===== src/rtl/scr_base_l3_params_pkg.sv =====
// rtl/scr_base_l3_params_pkg.sv - shared L3 bank parameters and victim-buffer types
package scr_base_l3_params_pkg;

    localparam int SCR_BASE_L3_BANK_VB_DEPTH       = 16;
    localparam int SCR_BASE_L3_BANK_VB_PTR_SIZE    = $clog2(SCR_BASE_L3_BANK_VB_DEPTH);
    localparam int SCR_BASE_L3_BANK_ROB_ADDR_WIDTH = 20;
    localparam int SCR_BASE_L3_BANK_DBUFF_PTR_SIZE = 4;

    typedef enum logic [1:0] {
        FREE   = 2'd0,
        PEND   = 2'd1,
        ISSUED = 2'd2
    } vb_state_e;

    typedef struct packed {
        logic [SCR_BASE_L3_BANK_ROB_ADDR_WIDTH-1:0] addr;
        logic [SCR_BASE_L3_BANK_DBUFF_PTR_SIZE-1:0] dbuf;
    } vb_entry_t;

endpackage


===== src/rtl/scr_base_l3_bank_vb_ctrl_if.sv =====
// rtl/scr_base_l3_bank_vb_ctrl_if.sv - victim-buffer alloc/lookup/writeback/ack bundle
interface scr_base_l3_bank_vb_ctrl_if #(
    parameter int ADDR_W = 20,
    parameter int DBUF_W = 4,
    parameter int PTR_W  = 4
);
    logic              alloc_vld;
    logic              alloc_rdy;
    logic [ADDR_W-1:0] alloc_addr;
    logic [DBUF_W-1:0] alloc_dbuf;
    logic [PTR_W-1:0]  alloc_idx;
    logic [ADDR_W-1:0] lkp_addr;
    logic              lkp_hit;
    logic [PTR_W-1:0]  lkp_idx;
    logic              wb_vld;
    logic              wb_rdy;
    logic [ADDR_W-1:0] wb_addr;
    logic [DBUF_W-1:0] wb_dbuf;
    logic [PTR_W-1:0]  wb_idx;
    logic              ack_vld;
    logic [PTR_W-1:0]  ack_idx;

    // Environment side: bank pipeline plus memory write channel
    modport master (
        output alloc_vld, alloc_addr, alloc_dbuf, lkp_addr, wb_rdy, ack_vld, ack_idx,
        input  alloc_rdy, alloc_idx, lkp_hit, lkp_idx, wb_vld, wb_addr, wb_dbuf, wb_idx
    );

    // Controller side
    modport slave (
        input  alloc_vld, alloc_addr, alloc_dbuf, lkp_addr, wb_rdy, ack_vld, ack_idx,
        output alloc_rdy, alloc_idx, lkp_hit, lkp_idx, wb_vld, wb_addr, wb_dbuf, wb_idx
    );
endinterface


===== src/rtl/scr_base_l3_vb_ord_fifo.sv =====
// rtl/scr_base_l3_vb_ord_fifo.sv - allocation-order index FIFO with wrapping pointers
module scr_base_l3_vb_ord_fifo #(
    parameter int DEPTH = 16,
    parameter int PTR_W = $clog2(DEPTH)
) (
    input  logic             clk,
    input  logic             rst_n,
    input  logic             push,
    input  logic [PTR_W-1:0] push_idx,
    input  logic             pop,
    output logic             empty,
    output logic [PTR_W-1:0] head
);
    logic [PTR_W-1:0] mem_q [DEPTH];
    logic [PTR_W-1:0] wr_ptr_q;
    logic [PTR_W-1:0] rd_ptr_q;
    logic [PTR_W:0]   cnt_q;

    // Pointer and fill-count update; pointers wrap naturally at DEPTH (power of two)
    always_ff @(posedge clk or negedge rst_n) begin
        if (!rst_n) begin
            wr_ptr_q <= '0;
            rd_ptr_q <= '0;
            cnt_q    <= '0;
        end else begin
            if (push) wr_ptr_q <= wr_ptr_q + PTR_W'(1);
            if (pop)  rd_ptr_q <= rd_ptr_q + PTR_W'(1);
            cnt_q <= cnt_q + {{PTR_W{1'b0}}, push} - {{PTR_W{1'b0}}, pop};
        end
    end

    // Index storage; contents are meaningless until pushed so no reset needed
    always_ff @(posedge clk) begin
        if (push) mem_q[wr_ptr_q] <= push_idx;
    end

    assign empty = (cnt_q == '0);
    assign head  = mem_q[rd_ptr_q];
endmodule


===== src/rtl/scr_base_l3_bank_vb_ctrl.sv =====
// rtl/scr_base_l3_bank_vb_ctrl.sv - L3 bank victim-buffer controller (perf counters under SCR_BASE_L3_VB_PERF_EN)
module scr_base_l3_bank_vb_ctrl
    import scr_base_l3_params_pkg::*;
#(
    parameter int VB_DEPTH = SCR_BASE_L3_BANK_VB_DEPTH,
    parameter int ADDR_W   = SCR_BASE_L3_BANK_ROB_ADDR_WIDTH,
    parameter int DBUF_W   = SCR_BASE_L3_BANK_DBUFF_PTR_SIZE,
    localparam int PTR_W   = $clog2(VB_DEPTH)
) (
    input  logic                           clk,
    input  logic                           rst_n,
    scr_base_l3_bank_vb_ctrl_if.slave      vb,
    output logic [PTR_W:0]                 occ,
    output logic [31:0]                    perf_alloc,
    output logic [31:0]                    perf_stall,
    output logic [31:0]                    perf_lkp_hit
);
    vb_state_e         state_q [VB_DEPTH];
    vb_state_e         state_d [VB_DEPTH];
    logic [ADDR_W-1:0] addr_q  [VB_DEPTH];
    logic [DBUF_W-1:0] dbuf_q  [VB_DEPTH];
    logic [PTR_W:0]    occ_q;

    logic              alloc_fire;
    logic              wb_fire;
    logic              ack_ok;
    logic              ord_empty;
    logic [PTR_W-1:0]  ord_head;
    logic [PTR_W-1:0]  free_idx;
    logic              lkp_multi;
    logic              alloc_dup;

    // Entry state register; reset forgets every in-flight line at once
    always_ff @(posedge clk or negedge rst_n) begin
        if (!rst_n) begin
            for (int i = 0; i < VB_DEPTH; i++) state_q[i] <= FREE;
        end else begin
            for (int i = 0; i < VB_DEPTH; i++) state_q[i] <= state_d[i];
        end
    end

    // Next-state: alloc, writeback issue and ack always touch distinct entries
    always_comb begin
        for (int i = 0; i < VB_DEPTH; i++) state_d[i] = state_q[i];
        if (alloc_fire) state_d[free_idx] = PEND;
        if (wb_fire)    state_d[ord_head] = ISSUED;
        if (ack_ok)     state_d[vb.ack_idx] = FREE;
    end

    // Outputs: lowest-free priority encoder and lowest-match CAM over live entries
    always_comb begin
        free_idx    = '0;
        vb.lkp_hit  = 1'b0;
        vb.lkp_idx  = '0;
        lkp_multi   = 1'b0;
        alloc_dup   = 1'b0;
        for (int i = VB_DEPTH - 1; i >= 0; i--) begin
            if (state_q[i] == FREE) free_idx = PTR_W'(i);
        end
        for (int i = 0; i < VB_DEPTH; i++) begin
            if (state_q[i] != FREE && addr_q[i] == vb.lkp_addr) begin
                if (vb.lkp_hit) lkp_multi = 1'b1;
                else begin
                    vb.lkp_hit = 1'b1;
                    vb.lkp_idx = PTR_W'(i);
                end
            end
            if (state_q[i] != FREE && addr_q[i] == vb.alloc_addr) alloc_dup = 1'b1;
        end
    end

    // Entry payload captured on the alloc handshake
    always_ff @(posedge clk) begin
        if (alloc_fire) begin
            addr_q[free_idx] <= vb.alloc_addr;
            dbuf_q[free_idx] <= vb.alloc_dbuf;
        end
    end

    // Occupancy moves by alloc minus ack; an ack never opens a slot in its own cycle
    always_ff @(posedge clk or negedge rst_n) begin
        if (!rst_n) occ_q <= '0;
        else        occ_q <= occ_q + {{PTR_W{1'b0}}, alloc_fire} - {{PTR_W{1'b0}}, ack_ok};
    end

    assign vb.alloc_rdy = (occ_q != (PTR_W+1)'(VB_DEPTH));
    assign vb.alloc_idx = free_idx;
    assign alloc_fire   = vb.alloc_vld && vb.alloc_rdy;
    assign ack_ok       = vb.ack_vld && (state_q[vb.ack_idx] == ISSUED);
    assign vb.wb_vld    = !ord_empty;
    assign vb.wb_idx    = ord_head;
    assign vb.wb_addr   = addr_q[ord_head];
    assign vb.wb_dbuf   = dbuf_q[ord_head];
    assign wb_fire      = vb.wb_vld && vb.wb_rdy;
    assign occ          = occ_q;

    scr_base_l3_vb_ord_fifo #(
        .DEPTH (VB_DEPTH),
        .PTR_W (PTR_W)
    ) u_ord_fifo (
        .clk      (clk),
        .rst_n    (rst_n),
        .push     (alloc_fire),
        .push_idx (free_idx),
        .pop      (wb_fire),
        .empty    (ord_empty),
        .head     (ord_head)
    );

`ifdef SCR_BASE_L3_VB_PERF_EN
    logic [31:0] perf_alloc_q;
    logic [31:0] perf_stall_q;
    logic [31:0] perf_lkp_hit_q;

    // Saturating event counters, cleared only by reset
    always_ff @(posedge clk or negedge rst_n) begin
        if (!rst_n) begin
            perf_alloc_q   <= '0;
            perf_stall_q   <= '0;
            perf_lkp_hit_q <= '0;
        end else begin
            if (alloc_fire && perf_alloc_q != '1) perf_alloc_q <= perf_alloc_q + 32'd1;
            if (vb.alloc_vld && !vb.alloc_rdy && perf_stall_q != '1) perf_stall_q <= perf_stall_q + 32'd1;
            if (vb.lkp_hit && perf_lkp_hit_q != '1) perf_lkp_hit_q <= perf_lkp_hit_q + 32'd1;
        end
    end

    assign perf_alloc   = perf_alloc_q;
    assign perf_stall   = perf_stall_q;
    assign perf_lkp_hit = perf_lkp_hit_q;
`else
    assign perf_alloc   = '0;
    assign perf_stall   = '0;
    assign perf_lkp_hit = '0;
`endif

    a_ack_to_issued: assert property (@(posedge clk) disable iff (!rst_n)
        vb.ack_vld |-> (state_q[vb.ack_idx] == ISSUED));
    a_lkp_unique: assert property (@(posedge clk) disable iff (!rst_n) !lkp_multi);
    a_alloc_unique: assert property (@(posedge clk) disable iff (!rst_n) alloc_fire |-> !alloc_dup);
endmodule


===== src/flat_wrapper.sv =====
// flat-port wrapper written by rule: the top's interface ports become plain ports
module scr_base_l3_bank_vb_ctrl_flat import scr_base_l3_params_pkg::*;
#(
    parameter int VB_DEPTH = SCR_BASE_L3_BANK_VB_DEPTH,
    parameter int ADDR_W   = SCR_BASE_L3_BANK_ROB_ADDR_WIDTH,
    parameter int DBUF_W   = SCR_BASE_L3_BANK_DBUFF_PTR_SIZE,
    localparam int PTR_W   = $clog2(VB_DEPTH)
)
  (clk, rst_n, occ, perf_alloc, perf_stall, perf_lkp_hit, vb_alloc_vld, vb_alloc_addr, vb_alloc_dbuf, vb_lkp_addr, vb_wb_rdy, vb_ack_vld, vb_ack_idx, vb_alloc_rdy, vb_alloc_idx, vb_lkp_hit, vb_lkp_idx, vb_wb_vld, vb_wb_addr, vb_wb_dbuf, vb_wb_idx);
  scr_base_l3_bank_vb_ctrl_if #(.ADDR_W(ADDR_W), .DBUF_W(DBUF_W), .PTR_W((4))) vb_i ();
  input  logic clk;
  input  logic rst_n;
  output logic [PTR_W:0] occ;
  output logic [31:0] perf_alloc;
  output logic [31:0] perf_stall;
  output logic [31:0] perf_lkp_hit;
  input wire logic [$bits(vb_i.alloc_vld)-1:0] vb_alloc_vld;
  input wire logic [$bits(vb_i.alloc_addr)-1:0] vb_alloc_addr;
  input wire logic [$bits(vb_i.alloc_dbuf)-1:0] vb_alloc_dbuf;
  input wire logic [$bits(vb_i.lkp_addr)-1:0] vb_lkp_addr;
  input wire logic [$bits(vb_i.wb_rdy)-1:0] vb_wb_rdy;
  input wire logic [$bits(vb_i.ack_vld)-1:0] vb_ack_vld;
  input wire logic [$bits(vb_i.ack_idx)-1:0] vb_ack_idx;
  output wire logic [$bits(vb_i.alloc_rdy)-1:0] vb_alloc_rdy;
  output wire logic [$bits(vb_i.alloc_idx)-1:0] vb_alloc_idx;
  output wire logic [$bits(vb_i.lkp_hit)-1:0] vb_lkp_hit;
  output wire logic [$bits(vb_i.lkp_idx)-1:0] vb_lkp_idx;
  output wire logic [$bits(vb_i.wb_vld)-1:0] vb_wb_vld;
  output wire logic [$bits(vb_i.wb_addr)-1:0] vb_wb_addr;
  output wire logic [$bits(vb_i.wb_dbuf)-1:0] vb_wb_dbuf;
  output wire logic [$bits(vb_i.wb_idx)-1:0] vb_wb_idx;
  assign vb_i.alloc_vld = vb_alloc_vld;
  assign vb_i.alloc_addr = vb_alloc_addr;
  assign vb_i.alloc_dbuf = vb_alloc_dbuf;
  assign vb_i.lkp_addr = vb_lkp_addr;
  assign vb_i.wb_rdy = vb_wb_rdy;
  assign vb_i.ack_vld = vb_ack_vld;
  assign vb_i.ack_idx = vb_ack_idx;
  assign vb_alloc_rdy = vb_i.alloc_rdy;
  assign vb_alloc_idx = vb_i.alloc_idx;
  assign vb_lkp_hit = vb_i.lkp_hit;
  assign vb_lkp_idx = vb_i.lkp_idx;
  assign vb_wb_vld = vb_i.wb_vld;
  assign vb_wb_addr = vb_i.wb_addr;
  assign vb_wb_dbuf = vb_i.wb_dbuf;
  assign vb_wb_idx = vb_i.wb_idx;
  scr_base_l3_bank_vb_ctrl #(.VB_DEPTH(VB_DEPTH), .ADDR_W(ADDR_W), .DBUF_W(DBUF_W)) u_core (.clk(clk), .rst_n(rst_n), .vb(vb_i), .occ(occ), .perf_alloc(perf_alloc), .perf_stall(perf_stall), .perf_lkp_hit(perf_lkp_hit));
endmodule

===== config.mk =====
export PLATFORM = sky130hd
export DESIGN_NAME = scr_base_l3_bank_vb_ctrl_flat
export DESIGN_NICKNAME = d
export VERILOG_FILES = /design/src/rtl/scr_base_l3_params_pkg.sv /design/src/rtl/scr_base_l3_bank_vb_ctrl_if.sv /design/src/rtl/scr_base_l3_vb_ord_fifo.sv /design/src/rtl/scr_base_l3_bank_vb_ctrl.sv /design/src/flat_wrapper.sv
export SDC_FILE = /design/constraint.sdc
export NUM_CORES = 1
export LEC_CHECK = 0
export ABC_CLOCK_PERIOD_IN_PS = 8800
export CAP_MARGIN = 30
export CELL_PAD_IN_SITES_DETAIL_PLACEMENT = 0
export CELL_PAD_IN_SITES_GLOBAL_PLACEMENT = 1
export CORE_MARGIN = 5
export CORE_UTILIZATION = 45
export DETAILED_ROUTE_END_ITERATION = 16
export GPL_TIMING_DRIVEN = 0
export PLACE_DENSITY = 0.87
export RECOVER_POWER = 50
export SLEW_MARGIN = 40
export SYNTH_ARGS = -nofsm -noshare
export SYNTH_HDL_FRONTEND = slang
export SYNTH_SLANG_ARGS = --single-unit

===== constraint.sdc =====
create_clock -name clk -period 8.8 [get_ports clk]
set_input_delay 0.88 -clock clk [delete_from_list [all_inputs] [get_ports clk]]
set_output_delay 0.88 -clock clk [all_outputs]
set_load 0.05 [all_outputs]

## Word level (Yosys, flattened, before mapping)

Memory sizes are Yosys's and may differ from the RTL's.
Index checks and enable logic that the tools add are counted.

- Bitwise logic cells: 11
- Equal/unequal tests: 18
- Mux-type cells: 76
- Magnitude comparators: 6
- $add $sub $neg: 6
- Reductions and logical operators: 56

Operator list:

| operator | count |
|---|---|
| $eq 20x20->1 | 16 |
| $mux 4 | 45 |
| $mux 32 | 3 |
| $and 16x16->16 | 2 |
| $and 32x32->32 | 1 |
| $logic_not 2->1 | 16 |
| $not 16->16 | 2 |
| $not 32->32 | 1 |
| $or 16x16->16 | 2 |
| $reduce_bool 2->1 | 16 |
| $demux 2 s4 | 3 |
| $logic_and 1x1->1 | 22 |
| $mux 1 | 19 |
| $ge 5x5->1 const B | 3 |
| $lt 5x1->1 const B | 3 |
| $not 4->5 | 3 |
| $add 5x1->5 | 2 |
| $mux 2 | 5 |
| $sub 5x1->5 | 2 |
| $add 4x1->4 const B | 2 |
| $bmux 2 s4 | 1 |
| $logic_not 5->1 | 1 |
| $ne 5x5->1 const B | 1 |
| $eq 2x2->1 const B | 1 |
| $logic_not 1->1 | 1 |

- Word-level logic and storage cells: 196
- Memories kept: 3
- Bits in registers: 50
- Bits in writable memories: 448
- Output and inout bits: 140

Memories:

| name | words | bits a word | read ports | clocked after Yosys merged registers in | write ports | line | source |
|---|---|---|---|---|---|---|---|
| u_core.addr_q | 16 | 20 | 17 | 0 | 1 | scr_base_l3_bank_vb_ctrl.sv:20 | `logic [ADDR_W-1:0] addr_q [VB_DEPTH];` |
| u_core.dbuf_q | 16 | 4 | 1 | 0 | 1 | scr_base_l3_bank_vb_ctrl.sv:21 | `logic [DBUF_W-1:0] dbuf_q [VB_DEPTH];` |
| u_core.u_ord_fifo.mem_q | 16 | 4 | 1 | 0 | 1 | scr_base_l3_vb_ord_fifo.sv:14 | `logic [PTR_W-1:0] mem_q [DEPTH];` |

## Logic depth before layout (Yosys ltp)

An unclocked memory read counts as a cell.

- Depth in word-level cells: 34
- Mapped depth: 16
- Depth with buffers taken out: 15

## By module

Synthesis repeated with hierarchy kept, for this count alone.

- Cell total of the unflattened synthesis: 1,585
- Area total of the unflattened synthesis: 24,641.1 µm²

By module, submodules not included:

| module | seq. area each (µm²) | cells each | area an instance (µm²) | times used |
|---|---|---|---|---|
| scr_base_l3_bank_vb_ctrl | 12,456.9 | 1,396 | 21,384.3 | 1 |
| scr_base_l3_vb_ord_fifo | 2,247.2 | 189 | 3,256.9 | 1 |

## Least setup slack after synthesis

No wires, ideal clock.

- Kind: register to register
- Start: reg u_core.state_q[3] in the netlist's numbering
- End: mem u_core.addr_q[10][0] (enable)
- Path slack: 4.000 ns
- Stages on the path, launching flop included: 8
- Data required time: 8.394 ns
- Period minus slack after synthesis: 4.800 ns
- Setup time: 0.406 ns
- Data arrival time: 4.394 ns
- Path through: dfrtp_1 -> o22ai_1 -> a211oi_1 -> o21ai_0 -> a21oi_1 -> nor3_1 -> o21ai_0 -> nor2_1

- Cells in the longest elaborated chain, start to end: 16

Ends and longest elaborated chain:

| what | line | source |
|---|---|---|
| start, declared | scr_base_l3_bank_vb_ctrl.sv:18 | `vb_state_e state_q [VB_DEPTH];` |
| $logic_not 2->1 | scr_base_l3_bank_vb_ctrl.sv:58 | `if (state_q[i] == FREE) free_idx = PTR_W'(i);` |
| $mux 4 (15 in a row) | scr_base_l3_bank_vb_ctrl.sv:58 |  |
| named net vb_alloc_idx[1] | flat_wrapper.sv:25 | `output wire logic [$bits(vb_i.alloc_idx)-1:0] vb_alloc_idx;` |
| end, declared | scr_base_l3_bank_vb_ctrl.sv:20 |  |

The timed path passes the listed nets, and every way through them passes these cells.

## Final worst setup path

- Start: in vb_lkp_addr[0]
- End: out vb_lkp_idx[0]

- Cells in the longest elaborated chain, start to end: 33
- Elaborated cells between the ends (all ways): 77
- Those cells by class: eq/ne (16); mux (45); reduce/logical (16)

Ends and longest elaborated chain:

| what | line | source |
|---|---|---|
| start, declared | flat_wrapper.sv:20 | `input wire logic [$bits(vb_i.lkp_addr)-1:0] vb_lkp_addr;` |
| $eq 20x20->1 | scr_base_l3_bank_vb_ctrl.sv:61 | `if (state_q[i] != FREE && addr_q[i] == vb.lkp_addr) begin` |
| $logic_and 1x1->1 | scr_base_l3_bank_vb_ctrl.sv:61 |  |
| $mux 1 | scr_base_l3_bank_vb_ctrl.sv:61 |  |
| $mux 1 | scr_base_l3_bank_vb_ctrl.sv:62 | `if (vb.lkp_hit) lkp_multi = 1'b1;` |
| $mux 4 | scr_base_l3_bank_vb_ctrl.sv:61 |  |
| $mux 4 | scr_base_l3_bank_vb_ctrl.sv:62 |  |
| $mux 4 | scr_base_l3_bank_vb_ctrl.sv:61 |  |
| $mux 4 | scr_base_l3_bank_vb_ctrl.sv:62 |  |
| [17 not listed] | n/a |  |
| $mux 4 | scr_base_l3_bank_vb_ctrl.sv:62 |  |
| $mux 4 | scr_base_l3_bank_vb_ctrl.sv:61 |  |
| $mux 4 | scr_base_l3_bank_vb_ctrl.sv:62 |  |
| $mux 4 | scr_base_l3_bank_vb_ctrl.sv:61 |  |
| $mux 4 | scr_base_l3_bank_vb_ctrl.sv:62 |  |
| $mux 4 | scr_base_l3_bank_vb_ctrl.sv:61 |  |
| $mux 4 | scr_base_l3_bank_vb_ctrl.sv:62 |  |
| $mux 4 (*) | scr_base_l3_bank_vb_ctrl.sv:61 |  |
| end, declared | flat_wrapper.sv:27 | `output wire logic [$bits(vb_i.lkp_idx)-1:0] vb_lkp_idx;` |

Mark *: on every way between the ends. The rest lies on a longest branch, timed or not.

==> flow_summary.toml <==
[worst_setup_path]
required_ns = 7.92
crit_arrival_ns = 5.40
crit_type = "primary input to output pin"
critPathLaunchType = "primary input"
crit_path_max_fanout = 7
crit_path_end_kind = "output pin"

[yosys]
synth_top_area_frac = 0.541
ys_top_cells_by_area = "edfxtp_1, xor2_1, dfrtp_1"
syn_avg_cell_area_um2 = 12.2
syn_inst = 2043
async_flop_share = 0.100
yosysTopAreaCell = "edfxtp_1"
synth-warning-count = 0
synth_edf_count = 448
ys_ff_latch = 498
syn-cell-area_mm2 = 0.0248
ys_seq_area_frac = 0.592
synth_ff_type = "edfxtp_1"
ys_types = 60

[sta]
setup_viol = 0
hold_violations = 0
fin_crit_sh = 0.714
tns_ns = 0
finClkSkew_ns = 0.0344
grt_setup_unrepaired = "false"
max_freq_ghz = 0.159
drv_slew = 32
relSlewSlack = -0.182
tightest_slew_ns = 1.77
min_period_ns = 6.28

[drt]
drt-initial-drc-count = 3120
via_count = 18700
routed_wl_um = 87800
met2WireLength_um = 38900
wl_per_cell_um = 28.9
avgViaCountPerCell = 6.16
first_pass_iters = 7
route.met3.wl_um = 12800
top_layer = "met4"
drc = 0
wl_met1_um = 32600
antenna_left = 0

[die]
initial_core_util = 0.453
die_x_um = 245
dieArea_mm2 = 0.0600
row_count = 86
core-area_mm2 = 0.0549
die_height_um = 245
io_pins = 193

[cts]
postCtsResizedCells = 0
postCtsSetupRepairBufs = 0
cts_num_sinks = 498
holdBufCountCts = 0
cts_tree = "done"
h-tree-depth = 2
clkLatencyLatePin_ns = 0.63
root_buffer = "clkbuf_16"
clockBufferDepth = 3
cts_made_buffers = 52
clk_pin_slew_ns = 0.06

[global_route]
grt_usage = 0.284
grt_pass1_wl_um = 126000
grt_pass1_vias = 18000
grt_max_degree = 32
grt_overflow = 0
antenna_found_initial = 3

[placement]
gp_congestion = 1.07
hpwlAfterDp_um = 64700
port-buffer-count = 73
dp.cells = 2935

[run]
maxCapViolations = 1

[finish]
drive_gt1_frac = 0.143
synthToLayoutAreaGrowth_pct = 17.0
layout_common_cells = "edfxtp_1, nand2_1, a21oi_1, xor2_1, xnor2_1"
layout_commonest_cell = "edfxtp_1"
nets = 2357
final_cells = 3035
n_fill_cell = 4674

[run_status]
status = "finished with violations"
violations = "capacitance limit, slew limit"

[min_path]
hp-class = "primary input to async pin"
-- final cells by class --
cell class,instances,area [um^2],share of cell area
Sequential cell,498,14700,0.506
Timing Repair Buffer,93,1040,0.0357
Buffer,219,1340,0.0462
Multi-Input combinational cell,1388,9190,0.316
Clock buffer,66,1390,0.0480
Antenna cell,2,5.00,0.000172
Tap cell,704,881,0.0303
Clock inverter,32,385,0.0133
Inverter,33,124,0.00426
-- through the flow --
step	utilization	instance area, um^2	worst slack, ns	hold WS, ns
4_1_cts	0.531	29100	2.65	0.141
3_3_place_gp	0.489	26800	2.39	0.491
2_1_floorplan	-	25200	4.00	0.475
6_report	0.530	29100	2.52	0.455
3_5_place_dp	0.498	27300	2.65	0.504
5_1_grt	0.529	29100	2.43	0.541
-- critical path: stages --
cell and delay, ns:
clkbuf_1 0.64, xor2_1 0.18, nor4_1 0.76, o211ai_1 0.18
nor4_1 0.42, nand2b_1 0.11, a211oi_1 0.33, o211ai_1 0.17
a221oi_1 0.77, clkdlybuf4s50_1 0.95
-- routing by layer --
metal / up-vias / global-route usage
met4: 0 / 0.0988
met3: 231 / 0.0896
li1: 7766 / -
met5: - / 0
met1: 9161 / 0.389
met2: 1526 / 0.431
-- state kept, by name, indices dropped and copies added (netlist names) --
signal,count
u_core.dbuf_q,64
u_core.occ,5
u_core.u_ord_fifo.cnt_q,5
u_core.addr_q,320
u_core.state_q,32
u_core.u_ord_fifo.wr_ptr_q,4
u_core.u_ord_fifo.mem_q,64
u_core.u_ord_fifo.rd_ptr_q,4
-- path summary, 6_finish.rpt --
path,startpoint,to,slack [ns],cells past startpoint
worst max-delay path,vb_lkp_addr[0],vb_lkp_idx[0],2.52,10
min in group clk,u_core.state_q[23]$_DFF_PN0_,u_core.state_q[23]$_DFF_PN0_,0.52,1
worst max register to register,u_core.state_q[8]$_DFF_PN0_,u_core.addr_q[15][16]$_DFFE_PP_,4.95,8
worst min register to register,u_core.state_q[23]$_DFF_PN0_,u_core.state_q[23]$_DFF_PN0_,0.52,1
worst min-delay path,rst_n,u_core.state_q[20]$_DFF_PN0_,0.45,1
max in group asynchronous,rst_n,u_core.u_ord_fifo.wr_ptr_q[0]$_DFFE_PN0P_,6.16,2
-- cells by family (layout without fill, tap and decap cells) --
kind of cell | count (synthesis) | after routing | synth area share
flip-flops | 498 | 498 | 0.592
other | 1 | 98 | 0.000151
buffers and inverters | 252 | 443 | 0.0587
multiplexers | 26 | 26 | 0.0212
AND/OR/NAND/NOR | 502 | 502 | 0.0948
XOR/XNOR | 334 | 334 | 0.118
adder cells (fa/ha/maj) | 19 | 19 | 0.0102
AO/OA/AOI/OAI | 411 | 411 | 0.105
-- synth_stat cells, drive strengths merged (4+ instances only) --
cell type and n:
o22a 11, mux4 21, nor2 68, or2 4
a31oi 6, a22o 15, nor4 55, nand4 48
nor3 21, a21oi 205, ha 17, and3 5
or3 5, nor2b 21, dfrtp 50, xor2 198
a2bb2oi 8, inv 32, buf 173, a22oi 114
edfxtp 448, nand3 6, nand2b 5, o21ai 10
and2 16, clkbuf 46, o211ai 18, a21o 4
nand2 241, xnor2 136
Power is left out: the tool's default activity adds up to more than one toggle a clock period on the data nets, which glitch-free logic cannot reach.
